`config.mk`:
```
export PLATFORM = sky130hd
export DESIGN_NAME = sbox_layer_serial_flat
export DESIGN_NICKNAME = d
export VERILOG_FILES = /design/src/rtl/sbox_layer_serial_if.sv /design/src/rtl/sbox_layer_serial.sv /design/src/flat_wrapper.sv
export SDC_FILE = /design/constraint.sdc
export NUM_CORES = 1
export LEC_CHECK = 0
export ABC_AREA = 1
export CORE_MARGIN = 2
export CORE_UTILIZATION = 53
export DETAILED_ROUTE_END_ITERATION = 7
export GPL_TIMING_DRIVEN = 0
export MAX_ROUTING_LAYER = met4
export PLACE_DENSITY = 0.86
export SLEW_MARGIN = 10
export SYNTH_ARGS = -nofsm -noshare
export SYNTH_HDL_FRONTEND = slang
export SYNTH_SLANG_ARGS = --single-unit
```
`constraint.sdc`:
```
create_clock -name clk -period 3.5 [get_ports clk]
set_input_delay 0.7 -clock clk [delete_from_list [all_inputs] [get_ports clk]]
set_output_delay 0.7 -clock clk [all_outputs]
set_load 0.1 [all_outputs]
```
`src/rtl/sbox_layer_serial_if.sv`:
```
// Request/response channel of the serial QARMAv2 S-box layer.
interface sbox_layer_serial_if #(
    parameter int unsigned STATE_W = 64
);
    logic               in_valid;
    logic               in_ready;
    logic               in_inv;
    logic [STATE_W-1:0] in_data;
    logic               out_valid;
    logic               out_ready;
    logic [STATE_W-1:0] out_data;

    // Requester / result consumer side
    modport master (
        output in_valid,
        output in_inv,
        output in_data,
        output out_ready,
        input  in_ready,
        input  out_valid,
        input  out_data
    );

    // S-box layer side
    modport slave (
        input  in_valid,
        input  in_inv,
        input  in_data,
        input  out_ready,
        output in_ready,
        output out_valid,
        output out_data
    );
endinterface

```
`src/rtl/sbox_layer_serial.sv`:
```
// Serial QARMAv2 S-box layer: substitutes the 16 nibbles of a 64-bit state
// LANES at a time (forward or inverse), finishing in 16/LANES cycles.
module sbox_layer_serial #(
    parameter int unsigned STATE_W = 64,
    parameter int unsigned LANES   = 1
) (
    input  logic               clk,
    input  logic               rst_n,
    input  logic               flush,
    output logic               busy,
    sbox_layer_serial_if.slave bus
);

    localparam int unsigned NIBBLES = 16;
    localparam int unsigned GROUPS  = NIBBLES / LANES;
    localparam int unsigned CNT_W   = (GROUPS > 1) ? $clog2(GROUPS) : 1;
    localparam logic [CNT_W-1:0] LAST_GROUP = CNT_W'(GROUPS - 1);

    // Reject unsupported configurations at elaboration
    generate
        if (STATE_W != 64) begin : g_bad_width
            $error("sbox_layer_serial: STATE_W must be 64");
        end
        if ((LANES == 0) || (LANES > NIBBLES) || ((NIBBLES % LANES) != 0)) begin : g_bad_lanes
            $error("sbox_layer_serial: LANES must divide 16");
        end
    endgenerate

    typedef enum logic [1:0] {
        S_IDLE = 2'd0,
        S_RUN  = 2'd1,
        S_DONE = 2'd2
    } state_t;

    function automatic logic [3:0] sbox_fwd(input logic [3:0] x);
        logic [3:0] y;
        unique case (x)
            4'h0: y = 4'h4;
            4'h1: y = 4'h7;
            4'h2: y = 4'h9;
            4'h3: y = 4'hb;
            4'h4: y = 4'hc;
            4'h5: y = 4'h6;
            4'h6: y = 4'he;
            4'h7: y = 4'hf;
            4'h8: y = 4'h0;
            4'h9: y = 4'h5;
            4'ha: y = 4'h1;
            4'hb: y = 4'hd;
            4'hc: y = 4'h8;
            4'hd: y = 4'h3;
            4'he: y = 4'h2;
            default: y = 4'ha;
        endcase
        return y;
    endfunction

    function automatic logic [3:0] sbox_inv(input logic [3:0] x);
        logic [3:0] y;
        unique case (x)
            4'h0: y = 4'h8;
            4'h1: y = 4'ha;
            4'h2: y = 4'he;
            4'h3: y = 4'hd;
            4'h4: y = 4'h0;
            4'h5: y = 4'h9;
            4'h6: y = 4'h5;
            4'h7: y = 4'h1;
            4'h8: y = 4'hc;
            4'h9: y = 4'h2;
            4'ha: y = 4'hf;
            4'hb: y = 4'h3;
            4'hc: y = 4'h4;
            4'hd: y = 4'hb;
            4'he: y = 4'h6;
            default: y = 4'h7;
        endcase
        return y;
    endfunction

    state_t             state_q, state_d;
    logic [CNT_W-1:0]   cnt_q, cnt_d;
    logic [STATE_W-1:0] data_q, data_d;
    logic               mode_q, mode_d;
    logic               in_ready_q, in_ready_d;
    logic               out_valid_q, out_valid_d;
    logic               busy_q, busy_d;
    logic [STATE_W-1:0] sub_data;

    // Shared lanes: substitute the nibble group selected by the counter
    always_comb begin
        sub_data = data_q;
        for (int unsigned l = 0; l < LANES; l++) begin
            logic [3:0] nib_idx;
            logic [5:0] bit_base;
            logic [3:0] nib_in;
            logic [3:0] nib_out;
            nib_idx  = 4'(32'(cnt_q) * LANES + l);
            bit_base = {nib_idx, 2'b00};
            nib_in   = data_q[bit_base +: 4];
            nib_out  = mode_q ? sbox_inv(nib_in) : sbox_fwd(nib_in);
            sub_data[bit_base +: 4] = nib_out;
        end
    end

    // Next-state, datapath update and next registered outputs
    always_comb begin
        state_d     = state_q;
        cnt_d       = cnt_q;
        data_d      = data_q;
        mode_d      = mode_q;
        in_ready_d  = in_ready_q;
        out_valid_d = out_valid_q;
        busy_d      = busy_q;

        if (flush) begin
            state_d = S_IDLE;
            cnt_d   = '0;
        end else begin
            unique case (state_q)
                S_IDLE: begin
                    if (bus.in_valid && in_ready_q) begin
                        data_d  = bus.in_data;
                        mode_d  = bus.in_inv;
                        cnt_d   = '0;
                        state_d = S_RUN;
                    end
                end
                S_RUN: begin
                    data_d = sub_data;
                    if (cnt_q == LAST_GROUP) begin
                        state_d = S_DONE;
                    end else begin
                        cnt_d = cnt_q + CNT_W'(1);
                    end
                end
                S_DONE: begin
                    if (out_valid_q && bus.out_ready) begin
                        state_d = S_IDLE;
                    end
                end
                default: begin
                    state_d = S_IDLE;
                    cnt_d   = '0;
                end
            endcase
        end

        in_ready_d  = (state_d == S_IDLE);
        out_valid_d = (state_d == S_DONE);
        busy_d      = (state_d != S_IDLE);
    end

    // State, datapath and output registers
    always_ff @(posedge clk or negedge rst_n) begin
        if (!rst_n) begin
            state_q     <= S_IDLE;
            cnt_q       <= '0;
            data_q      <= '0;
            mode_q      <= 1'b0;
            in_ready_q  <= 1'b1;
            out_valid_q <= 1'b0;
            busy_q      <= 1'b0;
        end else begin
            state_q     <= state_d;
            cnt_q       <= cnt_d;
            data_q      <= data_d;
            mode_q      <= mode_d;
            in_ready_q  <= in_ready_d;
            out_valid_q <= out_valid_d;
            busy_q      <= busy_d;
        end
    end

    assign bus.in_ready  = in_ready_q;
    assign bus.out_valid = out_valid_q;
    assign bus.out_data  = data_q;
    assign busy          = busy_q;

endmodule

```
`src/flat_wrapper.sv`:
```
// flat-port wrapper written by rule: the top's interface ports become plain ports
module sbox_layer_serial_flat 
#(
    parameter int unsigned STATE_W = 64,
    parameter int unsigned LANES   = 1
)
  (clk, rst_n, flush, busy, bus_in_valid, bus_in_inv, bus_in_data, bus_out_ready, bus_in_ready, bus_out_valid, bus_out_data);
  sbox_layer_serial_if #(.STATE_W(STATE_W)) bus_i ();
  input  logic clk;
  input  logic rst_n;
  input  logic flush;
  output logic busy;
  input wire logic [$bits(bus_i.in_valid)-1:0] bus_in_valid;
  input wire logic [$bits(bus_i.in_inv)-1:0] bus_in_inv;
  input wire logic [$bits(bus_i.in_data)-1:0] bus_in_data;
  input wire logic [$bits(bus_i.out_ready)-1:0] bus_out_ready;
  output wire logic [$bits(bus_i.in_ready)-1:0] bus_in_ready;
  output wire logic [$bits(bus_i.out_valid)-1:0] bus_out_valid;
  output wire logic [$bits(bus_i.out_data)-1:0] bus_out_data;
  assign bus_i.in_valid = bus_in_valid;
  assign bus_i.in_inv = bus_in_inv;
  assign bus_i.in_data = bus_in_data;
  assign bus_i.out_ready = bus_out_ready;
  assign bus_in_ready = bus_i.in_ready;
  assign bus_out_valid = bus_i.out_valid;
  assign bus_out_data = bus_i.out_data;
  sbox_layer_serial #(.STATE_W(STATE_W), .LANES(LANES)) u_core (.clk(clk), .rst_n(rst_n), .flush(flush), .busy(busy), .bus(bus_i));
endmodule
```
Word level (Yosys, flattened, before mapping)
Memories as Yosys holds them, arrays and structs flattened.
Index checks and enable logic that the tools add are counted.

operators by class
  $add $sub $neg = 2
  equal/unequal tests = 8
  shifts and indexed selects = 3
  multiplexer cells = 13
  bitwise operators = 1
  reduce and logical (&&, ||, !) cells = 9

operators with widths
  cell                                                   number
  one-hot mux 64 bit (2 select lines)                    1
  bitwise mux 64 bit                                     1
  two-way mux 64 bit                                     1
  variable shift 4 x 8 -> 64 bit, first input constant   1
  indexed part select 4 x 8 -> 64 bit                    1
  indexed part select 64 x 7 -> 4 bit                    1
  two-way mux 4 bit                                      4
  one-hot mux 4 bit (3 select lines)                     1
  AND reduction 3 bit                                    3
  two-way mux 2 bit                                      4
  negator 6 -> 8 bit                                     1
  one-hot mux 2 bit (3 select lines)                     1
  adder 4 x 1 -> 4 bit, second input constant            1
  equality test 2 bit, second input constant             2
  equality test 4 bit, second input constant             1
  logical NOT 2 bit                                      2
  nonzero test 2 bit                                     2
  inequality test 3 x 2 -> 1 bit, second input constant  1
  inequality test 3 bit, second input constant           1
  equality test 2 x 1 -> 1 bit, second input constant    1
  logical AND 1 bit                                      2
  inequality test 2 x 1 -> 1 bit, second input constant  1
  inequality test 2 bit, second input constant           1
  inverter 1 bit                                         1

storage, ports and cells
  flip-flop bits (word level) = 74
  bits in read-only memories = 128
  bits of input ports = 70
  output and inout port bits = 67
  logic and storage cells = 45
  memories = 2

memory list
  memory           depth  bits a word  read ports  clocked after memory_dff  write ports  RTL line                 text
  (no name shown)  16     4            1           0                         0            sbox_layer_serial.sv:60  unique case (x)
  (no name shown)  16     4            1           0                         0            sbox_layer_serial.sv:37  unique case (x)

Logic depth before layout (Yosys ltp)
An unclocked memory read counts as a cell.

  depth after elaboration = 6
  mapped depth = 20
  mapped depth without buffers = 19

Least setup slack after synthesis
OpenSTA, ideal clock, no wires.

  kind = flip-flop to flip-flop
  start point = reg u_core.data_q[17] (netlist: u_core.bus.out_data[17])
  end point = reg u_core.data_q[55] (netlist: u_core.bus.out_data[55])
  setup time = 78 ps
  arrival time = 2,539 ps
  required time = 3,422 ps
  path slack = 883 ps
  stages on the path, launching flop included = 18
  path buffers = 0
  clock period less this slack = 2,617 ps
  path through = dfrtp_1 > inv_1 > o21ai_0 > nand2_1 > nand3_1 > nand3_1 > nand2_2 > inv_1 > ha_1 > inv_1 > nand2_1 > nand3_1 > nand3_1 > nand2_2 > nand2_2 > nor2_4 > nand3_1 > a21oi_1

between the ends
  longest elaborated chain between the ends = 6
  elaborated cells on any way between the ends = 7
  those cells by class = shift (2); mux (3); memory (2)

RTL lines
  item                                     RTL line                  text
  start, declared                          sbox_layer_serial.sv:83   logic [STATE_W-1:0] data_q, data_d;
  start signal, assigned                   sbox_layer_serial.sv:167  data_q <= data_d;
  indexed part select 64 x 7 -> 4 bit (*)  sbox_layer_serial.sv:100  nib_in = data_q[bit_base +: 4];
  memory (16 x 4 bit) (on tied branches)   --
  two-way mux 4 bit (*)                    sbox_layer_serial.sv:101  nib_out = mode_q ? sbox_inv(nib_in) : sbox_fwd(nib_in);
  indexed part select 4 x 8 -> 64 bit (*)  sbox_layer_serial.sv:102  sub_data[bit_base +: 4] = nib_out;
  bitwise mux 64 bit (*)                   sbox_layer_serial.sv:102
  one-hot mux 64 bit (2 select lines) (*)  sbox_layer_serial.sv:120  unique case (state_q)

Mark *: on every way between the ends. The rest lies on a longest branch, timed or not.
A chain may end at the register's enable or synchronous reset.

Worst setup path in the final report
  start point = reg u_core.cnt_q[1]
  end point = reg u_core.data_q[8] (netlist: u_core.bus.out_data[8])

between the ends
  longest elaborated chain between the ends = 6
  elaborated cells on any way between the ends = 9
  those cells by class = add/sub (1); shift (3); mux (3); memory (2)

RTL lines
  item                                     RTL line                  text
  start, declared                          sbox_layer_serial.sv:82   logic [CNT_W-1:0] cnt_q, cnt_d;
  start signal, assigned                   sbox_layer_serial.sv:166  cnt_q <= cnt_d;
  indexed part select 64 x 7 -> 4 bit      sbox_layer_serial.sv:100
  memory (16 x 4 bit) (on tied branches)   --
  two-way mux 4 bit                        sbox_layer_serial.sv:101
  indexed part select 4 x 8 -> 64 bit      sbox_layer_serial.sv:102
  bitwise mux 64 bit (*)                   sbox_layer_serial.sv:102
  one-hot mux 64 bit (2 select lines) (*)  sbox_layer_serial.sv:120

Marked as above.

==> results.py <==
metrics = {
    "floorplan": {
        "core-area_sq_um": 9590,
        "die_w_microns": 103,
        "start_util_pct": 53.8,
        "die_y_microns": 103,
        "rows": 36,
        "pin_count": 137,
        "die_area_sq_um": 10500,
    },
    "logic_synthesis": {
        "synth-async-reset-ratio_pct": 100,
        "synth_top_family_by_area": "simple AND/OR/NAND/NOR gates",
        "syn_inst": 735,
        "synthTopCellsByArea": "dfrtp_1 (35%), nand2_1 (11%), a21oi_1 (10%)",
        "synth_top_area_share_pct": 35.4,
        "yosysWarnings": 0,
        "synth.area.mux_share_pct": 0,
        "synth_top_area_cell": "dfrtp_1",
        "yosys.area_share.simple_pct": 29.4,
        "synth_xor_area_share_pct": 0.533,
        "ys_ff_latch": 74,
        "synthAdderAreaFrac_pct": 2.42,
        "syn_avg_cell_area_sq_um": 7.02,
        "synth_cell_types": 34,
        "ys.flop_type": "dfrtp_1",
        "synth_edf_count": 0,
        "syn_nets": 815,
        "synth_compound_area_share_pct": 19.3,
        "yosysSeqAreaShare_pct": 35.9,
        "synth_area_sq_um": 5160,
    },
    "critical_path": {
        "worst-path-buf-inv": 5,
        "cp_slowest_cell": "dfrtp_1",
        "path_common_cell": "nand2_1",
        "worstPathArrival_ns": 3.67,
        "cp_cell_sequence": "buf_4 > buf_2 > nand3_1 > nand2_1 > nand2_1 > nand2_1 > inv_1 > nand2_2 > inv_1 > ha_1 > inv_1 > nand2_1 > nand3_1 > nand3_1 > nand2_2 > nand2_1 > nor2_1 > nand2_1 > a22oi_1",
        "required_ns": 3.82,
        "critPathCaptureType": "flip-flop",
        "critPathMaxStageDelay_ns": 0.43,
        "path_max_fanout": 10,
        "crit_family": "simple AND/OR/NAND/NOR gates",
        "start_kind": "flip-flop",
        "critPathKind": "flip-flop to flip-flop",
    },
    "global_route": {
        "grt_pass1_vias": 5811,
        "antenna_found_initial": 0,
        "overflow": 0,
        "grt_use_total_pct": 41.6,
        "grt_pass1_wl_microns": 30900,
        "grt_max_degree": 49,
    },
    "cells_and_area": {
        "areaGrowthSynthToFinish_pct": 34.2,
        "multi_input_area_sq_um": 2670,
        "fillers": 784,
        "final_layout_size_suffix_gt1_share_pct": 8.78,
        "final_cell_area_sq_um": 6930,
        "n_antenna_cell": 0,
        "fin_util_pct": 72.2,
        "regArea_sq_um": 1850,
        "nets": 963,
    },
    "sta": {
        "rsz0062_at_grt": "false",
        "drv_slew": 0,
        "post-route-min-period_ns": 3.35,
        "tightest_slew_ns": 0.997,
        "finalHoldViolations": 0,
        "fmax_mhz": 298,
        "skew_ns": 0.0182,
        "slew_headroom_pct": 33.3,
        "finalSetupViolations": 0,
        "fin_crit_sh_pct": 95.8,
    },
    "place": {
        "portBuffers": 136,
        "gp_congestion": 1.01,
        "dp_hpwl_microns": 15600,
        "post_dp_cell_area_sq_um": 6720,
    },
    "drt": {
        "routed_wl_microns": 21000,
        "first_pass_iters": 8,
        "vias_per_cell": 5.89,
        "drtIter0Drc": 646,
        "dr_total_vias": 6012,
        "drt-wirelength-per-cell_microns": 20.6,
        "drc_errors": 6,
        "final_antenna_net_count": 0,
    },
    "power_and_ir_drop": {
        "total_power_w": 0.00757,
        "cellLeakagePower_nw": 3.07,
        "irDropWorstVdd_uv": 733,
        "power-per-cell-area_nw_per_um2": 1090,
    },
    "clock_network": {
        "worst_setup_hold_path_clk_slew_ns": 0.09,
        "h-tree-depth": 3,
        "hold_buffers": 0,
        "cts_setup_buffers": 0,
        "cts_sinks": 74,
        "cts_tree": "done",
        "clk_latency_ns": 0.40,
        "cts-root-buf": "clkbuf_8",
        "cts.path.max_buffers": 2,
        "cts_buffers": 9,
    },
    "outcome": {
        "status": "finished, violations left",
        "violations": "design-rule violations",
    },
    "flow_run": {
        "cap_viol_max_count": 0,
    },
    "hold_path": {
        "worstHoldPathType": "primary input to async pin",
    },
}
==> worst paths after layout <==
kind | start | to | slack (ns) | depth (start not counted)
max reg2reg | u_core.cnt_q[1]$_DFFE_PN0P_ | u_core.bus.out_data[8]$_DFFE_PN0P_ | 0.15 | 19
max | u_core.cnt_q[1]$_DFFE_PN0P_ | u_core.bus.out_data[8]$_DFFE_PN0P_ | 0.15 | 19
min | rst_n | u_core.bus.out_data[42]$_DFFE_PN0P_ | 0.22 | 1
min in group clk | u_core.bus.out_data[16]$_DFFE_PN0P_ | u_core.bus.out_data[16]$_DFFE_PN0P_ | 0.57 | 2
min reg2reg | u_core.bus.out_data[16]$_DFFE_PN0P_ | u_core.bus.out_data[16]$_DFFE_PN0P_ | 0.57 | 2
max in group asynchronous | rst_n | u_core.bus.in_ready$_DFF_PN1_ | 2.62 | 2
==> metal layers <==
| metal | vias to the layer above | track usage [%] | part of all wire, % | wire, microns |
|---|---|---|---|---|
| met2 | 419 | 64.1 | 47 | 9780 |
| met5 | - | - | 0 | 0 |
| met3 | 85 | 14.7 | 12 | 2530 |
| met1 | 2819 | 48.8 | 37 | 7770 |
| li1 | 2689 | - | - | - |
| met4 | 0 | 18.9 | 4.5 | 956 |
==> state kept, by name, summed over array words and instances (netlist names) <==
signal,cells
u_core.bus.out_valid,1
u_core.bus.out_data,64
u_core.cnt_q,4
u_core.bus.in_ready,1
u_core.state_q,2
u_core.mode_q,1
u_core.busy,1
==> cell type report <==
| class | instances | area share, % |
|---|---|---|
| Multi-Input combinational cell | 522 | 38.5 |
| Sequential cell | 74 | 26.7 |
| Timing Repair Buffer | 137 | 20.0 |
| Inverter | 112 | 6.07 |
| Buffer | 27 | 3.20 |
| Tap cell | 133 | 2.40 |
| Clock buffer | 11 | 2.18 |
| Clock inverter | 5 | 0.885 |
==> Yosys cell counts (2+ instances only) <==
master / n
nand2_1: 158
inv_1: 109
a21oi_1: 108
nor2_1: 78
dfrtp_1: 73
nand3_1: 59
a22oi_1: 31
nand4_1: 12
nand2_2: 11
ha_1: 10
o21ai_0: 10
buf_6: 8
clkbuf_1: 8
o211ai_1: 8
nor2_2: 7
nor3_1: 7
nor2_4: 6
a22oi_2: 5
buf_4: 4
buf_2: 3
clkbuf_8: 3
a21oi_2: 2
inv_2: 2
nand2_4: 2
o21ai_1: 2
==> through the flow <==
stage               hold slack [ns]  TNS, ns  std cells  setup slack (ns)
finish                        0.217        0       1021             0.146
global route                  0.239        0       1021            0.0337
CTS                           0.234        0       1021             0.220
detailed placement            0.546        0       1005             0.244
global placement              0.507   -54.81       1004            -0.761
floorplan                     0.404        0        735             0.883
==> layout by cell type, fill, tap and decap left out, types with 2 or more instances in the layout <==
master	instances
ha_1	10
clkbuf_8	14
nor2_4	6
a21oi_2	2
inv_1	109
clkinvlp_4	3
clkbuf_1	8
nand2_1	158
buf_4	5
a22oi_1	31
nand3_1	59
buf_2	3
o211ai_1	8
o21ai_1	2
dfrtp_1	73
buf_6	8
nor2_1	77
nand4_1	12
o21ai_0	10
nor2_2	8
inv_2	2
nand2_4	2
a22oi_2	5
a21oi_1	108
nor3_1	7
nand2_2	11
clkdlybuf4s50_1	135
==> logic make-up (layout without fill, tap and decap cells) <==
kind of cell	count (synthesis)	in the layout
flops	74	74
compound gates	168	168
buf+inv	139	292
xor+xnor	1	1
fa+ha+maj	10	10
simple gates	343	343
==> power breakdown <==
| part | switching, W | internal [W] | total (W) |
|---|---|---|---|
| clock network | 0.000366 | 0.000370 | 0.000736 |
| logic | 0.00413 | 0.00131 | 0.00543 |
| registers | 0.000255 | 0.00115 | 0.00140 |
==> worst reg2reg max path: stages, from the launching register on <==
cell	delay (ns)
dfrtp_1	0.43
buf_4	0.22
buf_2	0.31
nand3_1	0.20
nand2_1	0.18
nand2_1	0.08
nand2_1	0.07
inv_1	0.04
nand2_2	0.09
inv_1	0.08
ha_1	0.21
inv_1	0.09
nand2_1	0.08
nand3_1	0.07
nand3_1	0.10
nand2_2	0.26
nand2_1	0.13
nor2_1	0.35
nand2_1	0.14
a22oi_1	0.16
==> what timing repair did <==
action,CTS,global route
endpoints found under the hold margin,0,0
endpoints found under the setup margin,0,4
resized for setup,0,1
(Power assumes the default switching activity.)
